## src/rtl/clock_mode_controller.sv

```systemverilog
// clock_mode_controller
//
// Purpose:
//   Control FSM for the digital clock. Decodes debounced user buttons into
//   the RUN / SET_TIME / SET_ALARM modes, issues single-cycle increment
//   strobes (with press-and-hold auto-repeat) to the time and alarm
//   registers, and owns the alarm enable plus the beep/snooze sequencer.
//
// Parameters:
//   SNOOZE_MIN    minutes spent in SNOOZE before the alarm re-sounds (1..15)
//   BEEP_MAX_MIN  minutes of unattended BEEP before auto-silence (1..15)
//
// Configuration macro:
//   ALARM_CHIRP_EN  when defined, alarm_beep_o toggles on every tick_fast_i
//                   while beeping (8 Hz chirp); otherwise it is a steady 1.
//
// Ports:
//   clk_i              system clock
//   reset_i            synchronous active-low reset (0 = reset)
//   mode_cycle_i       rising edge advances RUN -> SET_TIME -> SET_ALARM -> RUN
//   set_fast_i         selects the fast auto-repeat rate
//   set_hours_i        increment hours of the selected register
//   set_minutes_i      increment minutes of the selected register
//   snooze_i           rising edge snoozes a sounding alarm
//   alarm_reset_i      rising edge silences the alarm or toggles the enable
//   tick_slow_i        1-cycle slow repeat pulse (2 Hz)
//   tick_fast_i        1-cycle fast repeat pulse (16 Hz)
//   tick_min_i         1-cycle pulse on every minute rollover
//   time_hours_i       current hours, 0..23
//   time_minutes_i     current minutes, 0..59
//   alarm_hours_i      alarm hours, 0..23
//   alarm_minutes_i    alarm minutes, 0..59
//   time_inc_hr_o      strobe: time hours +1
//   time_inc_min_o     strobe: time minutes +1
//   alarm_inc_hr_o     strobe: alarm hours +1
//   alarm_inc_min_o    strobe: alarm minutes +1
//   time_hold_o        SET_TIME with a set button held; datapath holds seconds
//   set_alarm_o        high while in SET_ALARM
//   alarm_en_o         alarm armed
//   alarm_beep_o       alarm sounding
module clock_mode_controller #(
  parameter int unsigned SNOOZE_MIN   = 9,
  parameter int unsigned BEEP_MAX_MIN = 5
) (
  input  logic       clk_i,
  input  logic       reset_i,
  input  logic       mode_cycle_i,
  input  logic       set_fast_i,
  input  logic       set_hours_i,
  input  logic       set_minutes_i,
  input  logic       snooze_i,
  input  logic       alarm_reset_i,
  input  logic       tick_slow_i,
  input  logic       tick_fast_i,
  input  logic       tick_min_i,
  input  logic [4:0] time_hours_i,
  input  logic [5:0] time_minutes_i,
  input  logic [4:0] alarm_hours_i,
  input  logic [5:0] alarm_minutes_i,
  output logic       time_inc_hr_o,
  output logic       time_inc_min_o,
  output logic       alarm_inc_hr_o,
  output logic       alarm_inc_min_o,
  output logic       time_hold_o,
  output logic       set_alarm_o,
  output logic       alarm_en_o,
  output logic       alarm_beep_o
);

  typedef enum logic [1:0] {
    MODE_RUN       = 2'd0,
    MODE_SET_TIME  = 2'd1,
    MODE_SET_ALARM = 2'd2
  } modeE;

  typedef enum logic [1:0] {
    ALARM_IDLE   = 2'd0,
    ALARM_BEEP   = 2'd1,
    ALARM_SNOOZE = 2'd2
  } alarmE;

  localparam logic [3:0] SnoozeLoad = 4'(SNOOZE_MIN);
  localparam logic [3:0] BeepLimit  = 4'(BEEP_MAX_MIN);

  modeE       mode_q, mode_d;
  alarmE      alarmState_q, alarmState_d;
  logic       modeCyclePrev_q, setHoursPrev_q, setMinutesPrev_q;
  logic       snoozePrev_q, alarmResetPrev_q, prevMatch_q;
  logic       hrArmed_q, hrArmed_d, minArmed_q, minArmed_d;
  logic [3:0] beepCnt_q, beepCnt_d, snzCnt_q, snzCnt_d;
  logic       alarmEn_q, alarmEn_d, beep_q, beep_d;
  logic       timeIncHr_q, timeIncHr_d, timeIncMin_q, timeIncMin_d;
  logic       alarmIncHr_q, alarmIncHr_d, alarmIncMin_q, alarmIncMin_d;
  logic       timeHold_q, timeHold_d, setAlarm_q, setAlarm_d;

  logic modeRise, hoursRise, minutesRise, snoozeRise, alarmResetRise;
  logic repeatTick, inSetMode, hrStrobe, minStrobe, match, trigger;

  assign modeRise       = mode_cycle_i & ~modeCyclePrev_q;
  assign hoursRise      = set_hours_i & ~setHoursPrev_q;
  assign minutesRise    = set_minutes_i & ~setMinutesPrev_q;
  assign snoozeRise     = snooze_i & ~snoozePrev_q;
  assign alarmResetRise = alarm_reset_i & ~alarmResetPrev_q;

  assign match      = (time_hours_i == alarm_hours_i) && (time_minutes_i == alarm_minutes_i);
  assign repeatTick = set_fast_i ? tick_fast_i : tick_slow_i;
  assign inSetMode  = (mode_q != MODE_RUN);

  // A held button only repeats once its own rise was seen in the current
  // mode (armed flag), so a button carried across a mode change stays inert.
  // Hours take priority: minutes are muted while set_hours_i is held.
  assign hrStrobe  = inSetMode & ~modeRise &
                     (hoursRise | (set_hours_i & hrArmed_q & repeatTick));
  assign minStrobe = inSetMode & ~modeRise & ~set_hours_i &
                     (minutesRise | (set_minutes_i & minArmed_q & repeatTick));

  // An alarm_reset rise in IDLE is reserved for toggling the enable, so it
  // blocks a same-cycle trigger; this keeps the enable stable mid-alarm.
  assign trigger = match & ~prevMatch_q & alarmEn_q & (mode_q == MODE_RUN) &
                   (alarmState_q == ALARM_IDLE) & ~alarmResetRise;

  // Mode sequencing and auto-repeat arming.
  always_comb begin
    mode_d     = mode_q;
    hrArmed_d  = inSetMode & ~modeRise & set_hours_i & (hoursRise | hrArmed_q);
    minArmed_d = inSetMode & ~modeRise & set_minutes_i & (minutesRise | minArmed_q);
    if (modeRise) begin
      case (mode_q)
        MODE_RUN:      mode_d = MODE_SET_TIME;
        MODE_SET_TIME: mode_d = MODE_SET_ALARM;
        default:       mode_d = MODE_RUN;
      endcase
    end
  end

  // Alarm sequencer. alarm_reset has priority over snooze in every state.
  always_comb begin
    alarmState_d = alarmState_q;
    beepCnt_d    = beepCnt_q;
    snzCnt_d     = snzCnt_q;
    alarmEn_d    = alarmEn_q;
    case (alarmState_q)
      ALARM_IDLE: begin
        if (alarmResetRise) begin
          alarmEn_d = ~alarmEn_q;
        end else if (trigger) begin
          alarmState_d = ALARM_BEEP;
          beepCnt_d    = 4'd0;
        end
      end
      ALARM_BEEP: begin
        if (alarmResetRise) begin
          alarmState_d = ALARM_IDLE;
        end else if (snoozeRise) begin
          alarmState_d = ALARM_SNOOZE;
          snzCnt_d     = SnoozeLoad;
        end else if (tick_min_i) begin
          if (beepCnt_q + 4'd1 == BeepLimit) begin
            alarmState_d = ALARM_IDLE;
            beepCnt_d    = 4'd0;
          end else begin
            beepCnt_d = beepCnt_q + 4'd1;
          end
        end
      end
      ALARM_SNOOZE: begin
        if (alarmResetRise) begin
          alarmState_d = ALARM_IDLE;
        end else if (tick_min_i) begin
          if (snzCnt_q <= 4'd1) begin
            alarmState_d = ALARM_BEEP;
            beepCnt_d    = 4'd0;
            snzCnt_d     = 4'd0;
          end else begin
            snzCnt_d = snzCnt_q - 4'd1;
          end
        end
      end
      default: alarmState_d = ALARM_IDLE;
    endcase
  end

  // Next values of the registered outputs.
  always_comb begin
    timeIncHr_d   = hrStrobe & (mode_q == MODE_SET_TIME);
    timeIncMin_d  = minStrobe & (mode_q == MODE_SET_TIME);
    alarmIncHr_d  = hrStrobe & (mode_q == MODE_SET_ALARM);
    alarmIncMin_d = minStrobe & (mode_q == MODE_SET_ALARM);
    timeHold_d    = (mode_q == MODE_SET_TIME) & (set_hours_i | set_minutes_i);
    setAlarm_d    = (mode_d == MODE_SET_ALARM);
`ifdef ALARM_CHIRP_EN
    // Chirp starts high on every BEEP entry, then flips on each fast tick.
    if (alarmState_d != ALARM_BEEP) begin
      beep_d = 1'b0;
    end else if (alarmState_q != ALARM_BEEP) begin
      beep_d = 1'b1;
    end else if (tick_fast_i) begin
      beep_d = ~beep_q;
    end else begin
      beep_d = beep_q;
    end
`else
    beep_d = (alarmState_d == ALARM_BEEP);
`endif
  end

  // All state and outputs update together on the clock edge.
  always_ff @(posedge clk_i) begin
    if (!reset_i) begin
      mode_q           <= MODE_RUN;
      alarmState_q     <= ALARM_IDLE;
      modeCyclePrev_q  <= 1'b0;
      setHoursPrev_q   <= 1'b0;
      setMinutesPrev_q <= 1'b0;
      snoozePrev_q     <= 1'b0;
      alarmResetPrev_q <= 1'b0;
      prevMatch_q      <= 1'b0;
      hrArmed_q        <= 1'b0;
      minArmed_q       <= 1'b0;
      beepCnt_q        <= 4'd0;
      snzCnt_q         <= 4'd0;
      alarmEn_q        <= 1'b0;
      beep_q           <= 1'b0;
      timeIncHr_q      <= 1'b0;
      timeIncMin_q     <= 1'b0;
      alarmIncHr_q     <= 1'b0;
      alarmIncMin_q    <= 1'b0;
      timeHold_q       <= 1'b0;
      setAlarm_q       <= 1'b0;
    end else begin
      mode_q           <= mode_d;
      alarmState_q     <= alarmState_d;
      modeCyclePrev_q  <= mode_cycle_i;
      setHoursPrev_q   <= set_hours_i;
      setMinutesPrev_q <= set_minutes_i;
      snoozePrev_q     <= snooze_i;
      alarmResetPrev_q <= alarm_reset_i;
      prevMatch_q      <= match;
      hrArmed_q        <= hrArmed_d;
      minArmed_q       <= minArmed_d;
      beepCnt_q        <= beepCnt_d;
      snzCnt_q         <= snzCnt_d;
      alarmEn_q        <= alarmEn_d;
      beep_q           <= beep_d;
      timeIncHr_q      <= timeIncHr_d;
      timeIncMin_q     <= timeIncMin_d;
      alarmIncHr_q     <= alarmIncHr_d;
      alarmIncMin_q    <= alarmIncMin_d;
      timeHold_q       <= timeHold_d;
      setAlarm_q       <= setAlarm_d;
    end
  end

  assign time_inc_hr_o   = timeIncHr_q;
  assign time_inc_min_o  = timeIncMin_q;
  assign alarm_inc_hr_o  = alarmIncHr_q;
  assign alarm_inc_min_o = alarmIncMin_q;
  assign time_hold_o     = timeHold_q;
  assign set_alarm_o     = setAlarm_q;
  assign alarm_en_o      = alarmEn_q;
  assign alarm_beep_o    = beep_q;

endmodule
```

## config.mk

```make
export PLATFORM = sky130hd
export DESIGN_NAME = clock_mode_controller
export DESIGN_NICKNAME = d
export VERILOG_FILES = /design/src/rtl/clock_mode_controller.sv
export SDC_FILE = /design/constraint.sdc
export NUM_CORES = 1
export LEC_CHECK = 0
export ABC_AREA = 1
export CAP_MARGIN = 20
export CORE_MARGIN = 1
export CORE_UTILIZATION = 26
export DETAILED_ROUTE_END_ITERATION = 16
export DONT_BUFFER_PORTS = 1
export PLACE_DENSITY_LB_ADDON = 0.1
export SLEW_MARGIN = 20
export SYNTH_ARGS = -nofsm -noshare
export SYNTH_HDL_FRONTEND = slang
export SYNTH_SLANG_ARGS = --single-unit
```

## constraint.sdc

```tcl
create_clock -name clk_i -period 4.5 [get_ports clk_i]
set_clock_uncertainty 0.2 [all_clocks]
set_input_delay 0.225 -clock clk_i [delete_from_list [all_inputs] [get_ports clk_i]]
set_output_delay 0.225 -clock clk_i [all_outputs]
set_load 0.01 [all_outputs]
```

# Word-level counts from Yosys, hierarchy flattened
# Cells that the tools add are included.
[totals]
reg_bits = 28
wordCells = 121
input_bits = 33
out_inout_bits = 8
[op_classes]
muxes = 29
n_eq_ne = 18
n_reduce_logical = 9
add_sub_neg = 2
n_lt_le_gt_ge = 1
bitwise = 42
[op_table]
columns = ["op", "n"]
rows = [
  ["$mux 4", 14],
  ["$and 1x1->1", 27],
  ["$mux 2", 10],
  ["$ne 2x2->1 const B", 9],
  ["$pmux 4 s3", 1],
  ["$not 1->1", 10],
  ["$reduce_and 9->1", 1],
  ["$pmux 4 s2", 1],
  ["$eq 2x1->1 const B", 3],
  ["$eq 2x2->1 const B", 3],
  ["$eq 6x6->1", 1],
  ["$pmux 2 s3", 1],
  ["$eq 5x5->1", 1],
  ["$or 1x1->1", 5],
  ["$reduce_and 5->1", 1],
  ["$add 4x1->4 const B", 1],
  ["$eq 4x3->1 const B", 1],
  ["$le 4x1->1 const B", 1],
  ["$logic_not 2->1", 2],
  ["$pmux 2 s2", 1],
  ["$reduce_bool 2->1", 2],
  ["$sub 4x1->4 const B", 1],
  ["$reduce_bool 3->1", 1],
  ["$reduce_and 2->1", 1],
  ["2 further kinds", 2],
]

# Depth between registers and ports, before layout
# Gate-level depths: netlist of run 1.
[depth]
word_depth = 11
ltp_mapped = 12
ltp_nobuf = 12

# Least setup slack after synthesis of run 1
# No wires, ideal clock.
[synth_path]
path_kind = "flip-flop to flip-flop"
from = "reg snzCnt_q[0]"
to = "reg beepCnt_q[2]"
arrival_ns = 1.357
t_required_ns = 4.187
setup_time_ns = 0.113
stages_incl_launch_ff = 10
path_slack_ns = 2.830
synth_period_minus_slack_ns = 1.670
path_buffers = 0
path_cell_list = "dfxtp_1 -> inv_1 -> ha_1 -> nor2_1 -> nor2_2 -> nor2_1 -> a211oi_4 -> nand2_2 -> nor2_1 -> nor2_1"
[synth_between]
elab_chain_len = 3
[synth_lines]
columns = ["element", "line_no", "source"]
rows = [
  ["from (decl)", "90", "logic [3:0] beepCnt_q, beepCnt_d, snzCnt_q, snzCnt_d;"],
  ["from (signal assigned)", "242", "snzCnt_q <= snzCnt_d;"],
  ["$le 4x1->1", "170", "if (snzCnt_q <= 4'd1) begin"],
  ["$ne 2x2->1 (no line)", "n/a", ""],
  ["$reduce_and 9->1 (no line)", "n/a", ""],
  ["to (signal assigned)", "241", "beepCnt_q <= beepCnt_d;"],
  ["to (decl)", "90", ""],
]
# Every way passes these cells.
# A chain may end at the register's enable or synchronous reset.

# Final worst setup path of run 1
[layout_path]
from = "reg snzCnt_q[1]"
to = "reg beepCnt_q[2]"
# Same word-level chain as after synthesis.

==> metrics.cfg, run 1 <==
[layout]
area_delta_synth_final_pct=18.07
final_area_um2=1742
drive_above_1_share=0.06809
n_fill_cell=642
seq_area_um2=560.5
multi_input_area_um2=737.0
antennaDiodeCount=0
layout.nets=273

[synthesis]
synth_cells=221
ys_seq_area_frac=0.3800
synth.top_cells.by_area=dfxtp_1 38%, nand2_1 12%, inv_1 10%
synth_area_um2=1475
synth_cell_types=26
synth_top_area_frac=0.3800
synth_top_cell_by_area=dfxtp_1
yosysWarnings=0
ys_ff_latch=28
synth.avg_cell_area_um2=6.675
syn_nets=258

[floorplanning]
ios=41
die_h_um=77.33
die-area_um2=5979
placementRows=27
core_um2=5473
start_util=0.2695
die_x_um=77.33

[power]
ir_drop_mv=0.1429
powerDensity_nw_per_um2=289.4
p_leak_uw=0.0008293

[critical_path]
required_ns=4.52
crit_fanout=7
crit_arrival_ns=1.90
crit_type=flop to flop
crit_path_end_kind=flop
critPathLaunchType=flop

[job]
max_cap_viol_count=0

[placement]
io_buffers=0
gp_routability_congestion=0.7784
dpl_cell_area_um2=1560
hpwlAfterDp_um=2355

[timing]
slew_violations=0
fmax_mhz=531.6
setup_viol_count_final=0
slew_headroom=0.7003
hold_viol=0
tightest_slew_ns=0.4480
rsz0062_at_grt=false
finalCriticalPeriod_ns=1.881
finalSetupTns_ns=0
period_share=0.4180

[global_route]
antenna_found_initial=0
grt_start_max_net_pins=17
grt_pass1_vias=1297
grt_usage=0.1195
grt-ovfl-total=0
grt_pass1_wl_um=5637

[clocking]
cts-buffers-inserted=3
cts_buffer_depth=2
cts.sinks=28
clk_latency_ns=0.28
ctsResizeCount=0
cts_tree=yes
path_clk_slew_ns=0.10
cts_max_level=1
root_buffer=clkbuf_8

[route]
finalWirelength_um=3150
dr_total_vias=1304
drtIter0Drc=42
postRouteAntennaNets=0
dr.pass1.iters=4
viasPerCell=4.248
route.detailed.drc=0
wire_per_inst_um=10.26

[run_status]
outcome=completed

[worst_hold_path]
hp-class=primary input to flop

power breakdown:
| part | leakage [uW] | internal, uW | switching, uW |
|---|---|---|---|
| Clock | 0.0000357 | 119 | 81.4 |
| Combinational | 0.000566 | 21.4 | 25.8 |
| Sequential | 0.000228 | 253 | 3.20 |
| Total | 0.000829 | 394 | 110 |
area by class of cell:
| type | count | area share |
|---|---|---|
| multi-input combinational | 146 | 0.4231 |
| inverter | 46 | 0.09914 |
| timing repair buffer | 11 | 0.06322 |
| clock buffer | 3 | 0.02371 |
| sequential | 28 | 0.3218 |
| tap | 72 | 0.05172 |
| clock inverter | 1 | 0.01724 |
synth_stat cells (all sizes together):
library cell and number:
a21oi 13, ha 4, o22ai 1, nand2 48, o21ai 12, clkinv 1, or4 1, dfxtp 28
nor3 7, xor2 2, nor2 32, xnor2 5, nand3 13, inv 45, o21bai 1, nor4 1
buf 1, nand4 3, a211oi 2, or2 1
repair_timing:
item,CTS,global route
hold endpoints to repair,20,0
buffers inserted,0,0
hold buffers,11,0
layer usage:
layer  part of all wire  global-route usage
met5                  0                   0
met2               0.45              0.2062
met1               0.49              0.1433
met3              0.046             0.03214
met4              0.018             0.03585
cell families (layout without fill, tap and decap cells):
logic type / after synthesis / in the layout / share of synthesized area
compound gates: 29 / 29 / 0.1162
xor+xnor: 7 / 7 / 0.04156
fa+ha+maj: 4 / 4 / 0.03393
buf+inv: 47 / 61 / 0.1204
flops: 28 / 28 / 0.3800
simple gates: 106 / 106 / 0.3079
through the flow:
| step | setup WS [ns] | util | instances | hold WS (ns) | power, uW |
|---|---|---|---|---|---|
| finish | 2.619 | 0.3182 | 307 | 0.004559 | 504.0 |
| global placement | 2.656 | 0.2851 | 292 | 0.1204 | 300.7 |
| floorplan | 2.830 | - | 221 | 0.1185 | 294.4 |
| global route | 2.369 | 0.3182 | 307 | 0.02261 | 535.0 |
| detailed placement | 2.636 | 0.2851 | 292 | 0.1231 | 300.5 |
| CTS | 2.599 | 0.3182 | 307 | 0.004920 | 514.0 |
registers in the layout, summed over array words and instances, names as in the netlist, 2 cells and up:
name          count
alarmState_q      2
beepCnt_q         4
snzCnt_q          4
mode_q            2
placed cells by master, fill, tap and decap left out, types with 2 or more instances in the layout:
cell,n
nand2_1,46
inv_1,41
nor2_1,30
dfxtp_1,28
a21oi_1,13
nand3_1,13
dlygate4sd3_1,11
o21ai_0,10
nor3_1,6
xnor2_1,5
inv_2,4
ha_1,4
nand4_1,3
clkbuf_8,3
nor2_2,2
xor2_1,2
nand2_2,2
o21ai_1,2
worst max-delay path, stage by stage, from the launching register on:
cell and delay [ns]:
dfxtp_1 0.32, inv_1 0.09, ha_1 0.19, nor2_1 0.07, nor2_2 0.18, nor2_1 0.09, a211oi_4 0.38, nand2_2 0.10
nand2_1 0.06, nand2_1 0.04, nor2_1 0.09
final timing paths:
kind | startpoint | endpoint | slack [ns] | depth (start not counted)
worst max-delay path | snzCnt_q[1] | beepCnt_q[2] | 2.62 | 10
worst min-delay path | time_minutes_i[5] | prevMatch_q | 0.005 | 5
worst max register to register | snzCnt_q[1] | beepCnt_q[2] | 2.62 | 10
worst min register to register | snzCnt_q[3] | snzCnt_q[3] | 0.30 | 2
Note: power is estimated with default switching activity, not from simulation.
==> run 2, diff against run 1 <==
==> constraint.sdc (replaced) <==
create_clock -name clk_i -period 1.5 [get_ports clk_i]
set_clock_uncertainty 0.2 [all_clocks]
set_input_delay 0.075 -clock clk_i [delete_from_list [all_inputs] [get_ports clk_i]]
set_output_delay 0.075 -clock clk_i [all_outputs]
set_load 0.01 [all_outputs]
==> run 2 against run 1 <==
The run now ends with negative hold slack, negative setup slack left. Global-route usage is 0.72 points higher. Sequential cell count stayed put. Sequential power grew to 3.0 times the previous value. Clock power is 110% higher. Power grew to 2.7 times the previous value. Final area is 22% higher.
==> metrics.cfg, run 2 (synthesized netlist as in run 1, its figures left out) <==
[floorplanning]
ios=41  ; unchanged
die_h_um=77.33  ; unchanged
die_x_um=77.33  ; unchanged
die-area_um2=5979  ; unchanged
placementRows=27  ; unchanged
start_util=0.2695  ; unchanged
core_um2=5473  ; unchanged

[clocking]
cts.sinks=28  ; unchanged
path_clk_slew_ns=0.10  ; about the same
cts_buffer_depth=2  ; unchanged
postCtsHoldBufs=13  ; was 11
cts-buffers-inserted=3  ; unchanged
root_buffer=clkbuf_8  ; unchanged
cts_max_level=1  ; unchanged
cts_tree=yes  ; unchanged
clk_latency_ns=0.27  ; was 0.28 ns

[layout]
final_common_cell=nand2_1  ; unchanged
final_cell_mix=42 x nand2_1, 38 x inv_1, 32 x buf_4  ; was 46 x nand2_1, 41 x inv_1, 30 x nor2_1
antennaDiodeCount=0  ; unchanged
fin_util=0.3871  ; was 0.3182
area_delta_synth_final_pct=43.60  ; was 18.07%
layout.nets=308  ; was 273
top_regs=beepCnt_q: 4 flops, snzCnt_q: 4 flops  ; unchanged
drive_above_1_share=0.2704  ; was 0.06809

[critical_path]
worstPathCellList=inv_4, ha_4, nor2_4, nor2_4, nor2_4, a211oi_4, buf_6, nand2_4, nor2_1, nor2_1  ; was inv_1, ha_1, nor2_1, nor2_2, nor2_1, a211oi_4, nand2_2, nand2_1, nand2_1, nor2_1
crit_type=flop to flop  ; unchanged
crit_arrival_ns=1.59  ; was 1.90 ns
r2r_end=beepCnt_q[2]  ; unchanged
rr_worst_depth=10  ; unchanged
reg2reg_setup_slack_ns=-0.12  ; was 2.62 ns
cp.buffers_inverters=2  ; was 1
crit_top_cell=nor2_4  ; was nor2_1
slowest_delay_ns=0.38  ; about the same
required_ns=1.48  ; was 4.52 ns
crit_fanout=7  ; unchanged
crit_path_end_kind=flop  ; unchanged
reg2reg_from=snzCnt_q[0]  ; was snzCnt_q[1]
cpMaxStageDelayCell=dfxtp_4  ; was a211oi_4
critPathLaunchType=flop  ; unchanged
critical_path.top_delay_family=simple AND/OR/NAND/NOR gates  ; unchanged

[route]
wire_per_inst_um=10.10  ; was 10.26 um
postRouteAntennaNets=0  ; unchanged
drtIter0Drc=26  ; was 42
dr_total_vias=1436  ; was 1304
route.detailed.drc=0  ; unchanged
finalWirelength_um=3453  ; was 3150 um
dr.pass1.iters=4  ; unchanged
viasPerCell=4.199  ; was 4.248

[timing]
holdWs_ns=-0.3007  ; was 0.004559 ns
rsz0062_at_grt=true  ; was false
setup_viol_count_final=10  ; was 0
period_share=1.078  ; was 0.4180
hold_viol=14  ; was 0
slew_headroom=0.7297  ; was 0.7003
fin_ws_ns=-0.1174  ; was 2.619 ns
fmax_mhz=618.3  ; was 531.6 MHz
slew_violations=0  ; unchanged
tightest_slew_ns=0.4041  ; was 0.4480 ns
finalCriticalPeriod_ns=1.617  ; was 1.881 ns

[global_route]
grt_pass1_vias=1426  ; was 1297
antenna_found_initial=0  ; unchanged
grt_start_max_net_pins=16  ; was 17
grt_usage=0.1267  ; was 0.1195
grt_pass1_wl_um=6072  ; was 5637 um
grt-ovfl-total=0  ; unchanged

[power]
powerDensity_nw_per_um2=646.2  ; was 289.4 nW/um^2
switching_power_uw=329.5  ; was 110.4 uW
p_int_uw=1039  ; was 393.6 uW
seq_power_share=0.558  ; was 0.508
p_leak_uw=0.001003  ; was 0.0008293 uW
clkPwrFrac=0.309  ; was 0.398
swShare=0.2407  ; was 0.2190
ir_drop_mv=0.2790  ; was 0.1429 mV
pwr-share-comb=0.132  ; was 0.094

[run_status]
outcome=complete, but fails checks  ; was completed
violations=negative hold slack, negative setup slack

[worst_hold_path]
hp-start=reset_i  ; was time_minutes_i[5]
hp-class=primary input to flop  ; unchanged
hold_depth=2  ; was 5
holdPathEnd=beepCnt_q[2]  ; was prevMatch_q

[placement]
io_buffers=0  ; unchanged
gp_routability_congestion=0.7971  ; was 0.7784
hpwlAfterDp_um=2613  ; was 2355 um

[job]
max_cap_viol_count=0  ; unchanged

-- run 2: layer usage --
metal  up-vias  GRT usage  wire (um)
met5         -          0          0
met4         0    0.02830         24
met3         2    0.02857        106
met2        14     0.2345       1697
met1       638     0.1461       1625
li1        782          -          -
-- run 2: timing repair --
item | in CTS | in global routing
endpoints found under the setup margin | 11 | 13
resized for setup | 12 | 17
setup buffers | 2 | 2
pin swaps | 6 | 10
hold endpoints to repair | 28 | 14
-- run 2: worst max path at each step --
stage / from / endpoint / cells past startpoint / slack (ns)
after floorplan: snzCnt_q[0] / beepCnt_q[2] / 9 / -0.02
after global placement: alarmState_q[0] / beepCnt_q[2] / 8 / -0.14
after detailed placement: alarmState_q[0] / beepCnt_q[2] / 8 / -0.13
after CTS: snzCnt_q[0] / beepCnt_q[2] / 10 / -0.13
after global routing: snzCnt_q[0] / beepCnt_q[2] / 11 / -0.20
final: snzCnt_q[0] / beepCnt_q[2] / 10 / -0.12
-- run 2: cell type report --
cell class	instances	area, um^2
clock buffer	4	45.04
fill	603	3354
timing repair buffer	46	381.6
tap	72	90.09
sequential	28	573.1
multi-input combinational	146	848.3
inverter	46	180.2
-- run 2: power by group through the flow --
stage                     clock network [uW]  registers (uW)  logic (uW)
after CTS                                446             765         179
after global placement                     0             781         141
after floorplan                            0             782        99.0
after detailed placement                   0             781         140
final                                    423             764         181
after global routing                     478             767         207
-- run 2: worst reg2reg max path, delay by kind of cell (launching register included) --
kind / cells / cell delay [ns]
AND/OR/NAND/NOR: 6 / 0.42
flip-flops: 1 / 0.38
buffers and inverters: 2 / 0.22
AO/OA/AOI/OAI: 1 / 0.16
adder cells (fa/ha/maj): 1 / 0.14
-- run 2: per-stage QoR --
step / std cells / setup slack, ns / area (um^2) / TNS, ns / total power (uW)
finish: 342 / -0.1174 / 2118 / -0.5260 / 1369
global route: 342 / -0.1999 / 2118 / -1.441 / 1452
CTS: 340 / -0.1321 / 2052 / -0.6948 / 1390
detailed placement: 321 / -0.1334 / 1826 / -0.8273 / 921.1
global placement: 321 / -0.1367 / 1826 / -0.8051 / 921.2
floorplan: 221 / -0.02452 / 1523 / -0.06271 / 881.4
==> run 3, diff against run 2 <==
--- a/config.mk
+++ b/config.mk
@@ -5,10 +5,10 @@
 export SDC_FILE = /design/constraint.sdc
 export NUM_CORES = 1
 export LEC_CHECK = 0
-export ABC_AREA = 1
 export CAP_MARGIN = 20
 export CORE_MARGIN = 1
-export CORE_UTILIZATION = 26
+export CORE_UTILIZATION = 55
+export CTS_CLUSTER_SIZE = 28
 export DETAILED_ROUTE_END_ITERATION = 16
 export DONT_BUFFER_PORTS = 1
 export PLACE_DENSITY_LB_ADDON = 0.1
==> run 3 against run 2 <==
The flow still finishes with violations (negative hold slack, negative setup slack). Largest cell class unchanged. Core utilization is 45 points higher. Final area down 1.8%. Worst hold slack got worse by 0.065 ns.
==> metrics.cfg, run 3 <==
[clocking]
root_buffer=clkbuf_4  ; was clkbuf_8
cts.sinks=28  ; unchanged
cts_max_level=1  ; unchanged
clk_latency_ns=0.34  ; was 0.27 ns
cts_buffer_depth=2  ; unchanged
cts-buffers-inserted=3  ; unchanged
path_clk_slew_ns=0.16  ; was 0.10 ns
cts_tree=yes  ; unchanged

[critical_path]
critPathLaunchType=flop  ; unchanged
reg2reg_setup_slack_ns=-0.30  ; was -0.12 ns
r2r_end=beepCnt_q[2]  ; unchanged
crit_arrival_ns=1.84  ; was 1.59 ns
rr_worst_depth=7  ; was 10
crit_path_end_kind=flop  ; unchanged
reg2reg_from=snzCnt_q[0]  ; unchanged
crit_type=flop to flop  ; unchanged
crit_fanout=4  ; was 7
required_ns=1.54  ; was 1.48 ns

[route]
route.detailed.drc=0  ; unchanged
postRouteAntennaNets=0  ; unchanged
wire_per_inst_um=14.68  ; was 10.10 um
dr.pass1.iters=4  ; unchanged
viasPerCell=5.582  ; was 4.199
drtIter0Drc=19  ; was 26
finalWirelength_um=3581  ; was 3453 um
dr_total_vias=1362  ; was 1436

[synthesis]
synth-xor-area-share=0.07906  ; was 0.04156
synthAdderAreaFrac=0.03475  ; was 0.03393
synth-edff-count=0  ; unchanged
synth_top_family_by_area=simple AND/OR/NAND/NOR gates  ; unchanged
synth_simple_gate_area_frac=0.2824  ; was 0.3079
synth_cell_types=43  ; was 26
yosysMostFrequentCell=dfxtp_1  ; was nand2_1
synth_top_flop_cell=dfxtp_1  ; unchanged
synthArstFlopShare=0  ; unchanged
synth_commonest_cells=28 x dfxtp_1, 17 x nor2_1, 12 x xnor2_1  ; was 46 x nand2_1, 41 x inv_1, 30 x nor2_1
synth-compound-area-share=0.1607  ; was 0.1162
yosysWarnings=0  ; unchanged
synth_cells=167  ; was 221
syn_nets=204  ; was 258
ys_ff_latch=28  ; unchanged
synth_area_um2=1440  ; was 1475 um^2
synth.mux.area_fraction=0.01477  ; was 0
synth_top_cell_by_area=dfxtp_1  ; unchanged
synth_top_area_frac=0.3892  ; was 0.3800
synth.top_cells.by_area=dfxtp_1 39%, xnor2_1 7.3%, nor2_1 4.4%  ; was dfxtp_1 38%, nand2_1 12%, inv_1 10%
ys_seq_area_frac=0.3892  ; was 0.3800
synth.avg_cell_area_um2=8.624  ; was 6.675 um^2

[layout]
area_delta_synth_final_pct=44.40  ; was 43.60%
drive_above_1_share=0.3224  ; was 0.2704
multi_input_area_um2=992.2  ; was 848.3 um^2
n_fill_cell=153  ; was 603
top_regs=beepCnt_q: 4 flops, snzCnt_q: 4 flops  ; unchanged
fin_util=0.8394  ; was 0.3871
final_cell_mix=30 x buf_4, 22 x dfxtp_1, 15 x dlygate4sd3_1  ; was 42 x nand2_1, 38 x inv_1, 32 x buf_4
final_common_cell=buf_4  ; was nand2_1
antennaDiodeCount=0  ; unchanged
layout.nets=252  ; was 308
final_area_um2=2079  ; was 2118 um^2
seq_area_um2=575.6  ; was 573.1 um^2

[floorplanning]
ios=41  ; unchanged
die_x_um=53.17  ; was 77.33 um
placementRows=18  ; was 27
die-area_um2=2827  ; was 5979 um^2
die_h_um=53.17  ; was 77.33 um
start_util=0.5813  ; was 0.2695
core_um2=2477  ; was 5473 um^2

[timing]
fin_ws_ns=-0.2982  ; was -0.1174 ns
period_share=1.199  ; was 1.078
slew_headroom=0.6668  ; was 0.7297
holdWs_ns=-0.3654  ; was -0.3007 ns
slew_violations=0  ; unchanged
rsz0062_at_grt=true  ; unchanged
tightest_slew_ns=0.4988  ; was 0.4041 ns
setup_viol_count_final=11  ; was 10
fmax_mhz=556.1  ; was 618.3 MHz
finalCriticalPeriod_ns=1.798  ; was 1.617 ns
hold_viol=15  ; was 14

[global_route]
grt_usage=0.2710  ; was 0.1267
grt_start_max_net_pins=17  ; was 16
grt_pass1_wl_um=5492  ; was 6072 um
grt_pass1_vias=1309  ; was 1426
grt-ovfl-total=0  ; unchanged
antenna_found_initial=0  ; unchanged

[power]
p_int_uw=1127  ; was 1039 uW
power_uw=1448  ; was 1369 uW
ir_drop_mv=0.6703  ; was 0.2790 mV
switching_power_uw=320.6  ; was 329.5 uW
pwr-share-comb=0.120  ; was 0.132
powerDensity_nw_per_um2=696.4  ; was 646.2 nW/um^2
seq_power_share=0.529  ; was 0.558
clkPwrFrac=0.351  ; was 0.309
swShare=0.2214  ; was 0.2407
p_leak_uw=0.0007982  ; was 0.001003 uW

[placement]
dpl_cell_area_um2=1700  ; was 1826 um^2
io_buffers=0  ; unchanged
hpwlAfterDp_um=2347  ; was 2613 um
gp_routability_congestion=0.7754  ; was 0.7971

[worst_hold_path]
hp-start=reset_i  ; unchanged
hp-class=primary input to flop  ; unchanged
holdPathEnd=beepCnt_q[3]  ; was beepCnt_q[2]
hold_depth=2  ; unchanged

[run_status]
violations=negative hold slack, negative setup slack  ; unchanged
outcome=complete, but fails checks  ; unchanged

[job]
max_cap_viol_count=0  ; unchanged

## run 3: cell count changes after synthesis, sizes merged, moves of 3 or more
cell / change
nand2b: +9
nor2: -15
xnor2: +7
inv: -35
nand3: -7
nand3b: +3
and2: +7
nor2b: +4
o21ai: -4
nor3: -4
nand2: -37
## run 3: power by group through the flow
| stage | Sequential (uW) | Clock [uW] | Combinational, uW |
|---|---|---|---|
| after global placement | 787 | 0 | 124 |
| after floorplan | 790 | 0 | 88.7 |
| after CTS | 766 | 516 | 162 |
| after detailed placement | 788 | 0 | 127 |
| final | 766 | 508 | 174 |
| after global routing | 768 | 536 | 192 |
## run 3: worst max-delay path, cell delays in order (launching register included)
cell,delay (ns)
dfxtp_4,0.40
inv_4,0.06
ha_4,0.14
nor2_4,0.03
nand3b_1,0.20
a221oi_4,0.35
nor3b_2,0.24
a211oi_2,0.09
## run 3: how the worst max path moves through the flow
stage	cells past startpoint	end	slack [ns]	start
final	7	beepCnt_q[2]	-0.30	snzCnt_q[0]
after global routing	7	beepCnt_q[2]	-0.38	snzCnt_q[0]
after CTS	7	beepCnt_q[2]	-0.27	snzCnt_q[0]
after detailed placement	7	beepCnt_q[2]	-0.28	snzCnt_q[1]
after global placement	7	beepCnt_q[2]	-0.24	snzCnt_q[1]
after floorplan	7	beepCnt_q[2]	-0.18	snzCnt_q[1]
## run 3: what timing repair did
action                                 CTS  global route
setup endpoints to repair                9            16
buffers inserted                         3             4
pin swaps                               10            13
endpoints found under the hold margin   28            17
resized for setup                       16            13
hold buffers                            15             1
## run 3: stage by stage
step,setup TNS [ns],setup WS [ns],instances,hold WS [ns]
final,-2.126,-0.2982,244,-0.3654
after global routing,-3.078,-0.3819,244,-0.3802
after CTS,-1.767,-0.2685,241,-0.3746
after detailed placement,-1.500,-0.2829,220,-0.0002333
after global placement,-1.104,-0.2384,220,-0.001860
after floorplan,-0.4898,-0.1787,167,-0.003294
## run 3: area by class of cell
type	count	share of cell area
clock inverter	1	0.01444
clock buffer	3	0.01083
tap	30	0.01805
multi-input combinational	126	0.4771
timing repair buffer	45	0.1805
inverter	11	0.02226
sequential	28	0.2768
## run 3: layer usage
layer  share of wire  up-vias  wire, um  global-route usage
met1            0.42      628      1497              0.3024
li1                -      680         -                   -
met2            0.52       47      1851              0.5063
met3           0.047        7       170             0.04598
met4           0.017        0        62             0.09649
met5               0        -         0                   0
## run 3: cells by family after synthesis
kind of cell	after synthesis
buffers and inverters	13
DFF	28
and+or+nand+nor	74
AOI/OAI and AO/OA	33
muxes	2
xor gates and xnor gates	13
adders and majority gates	4
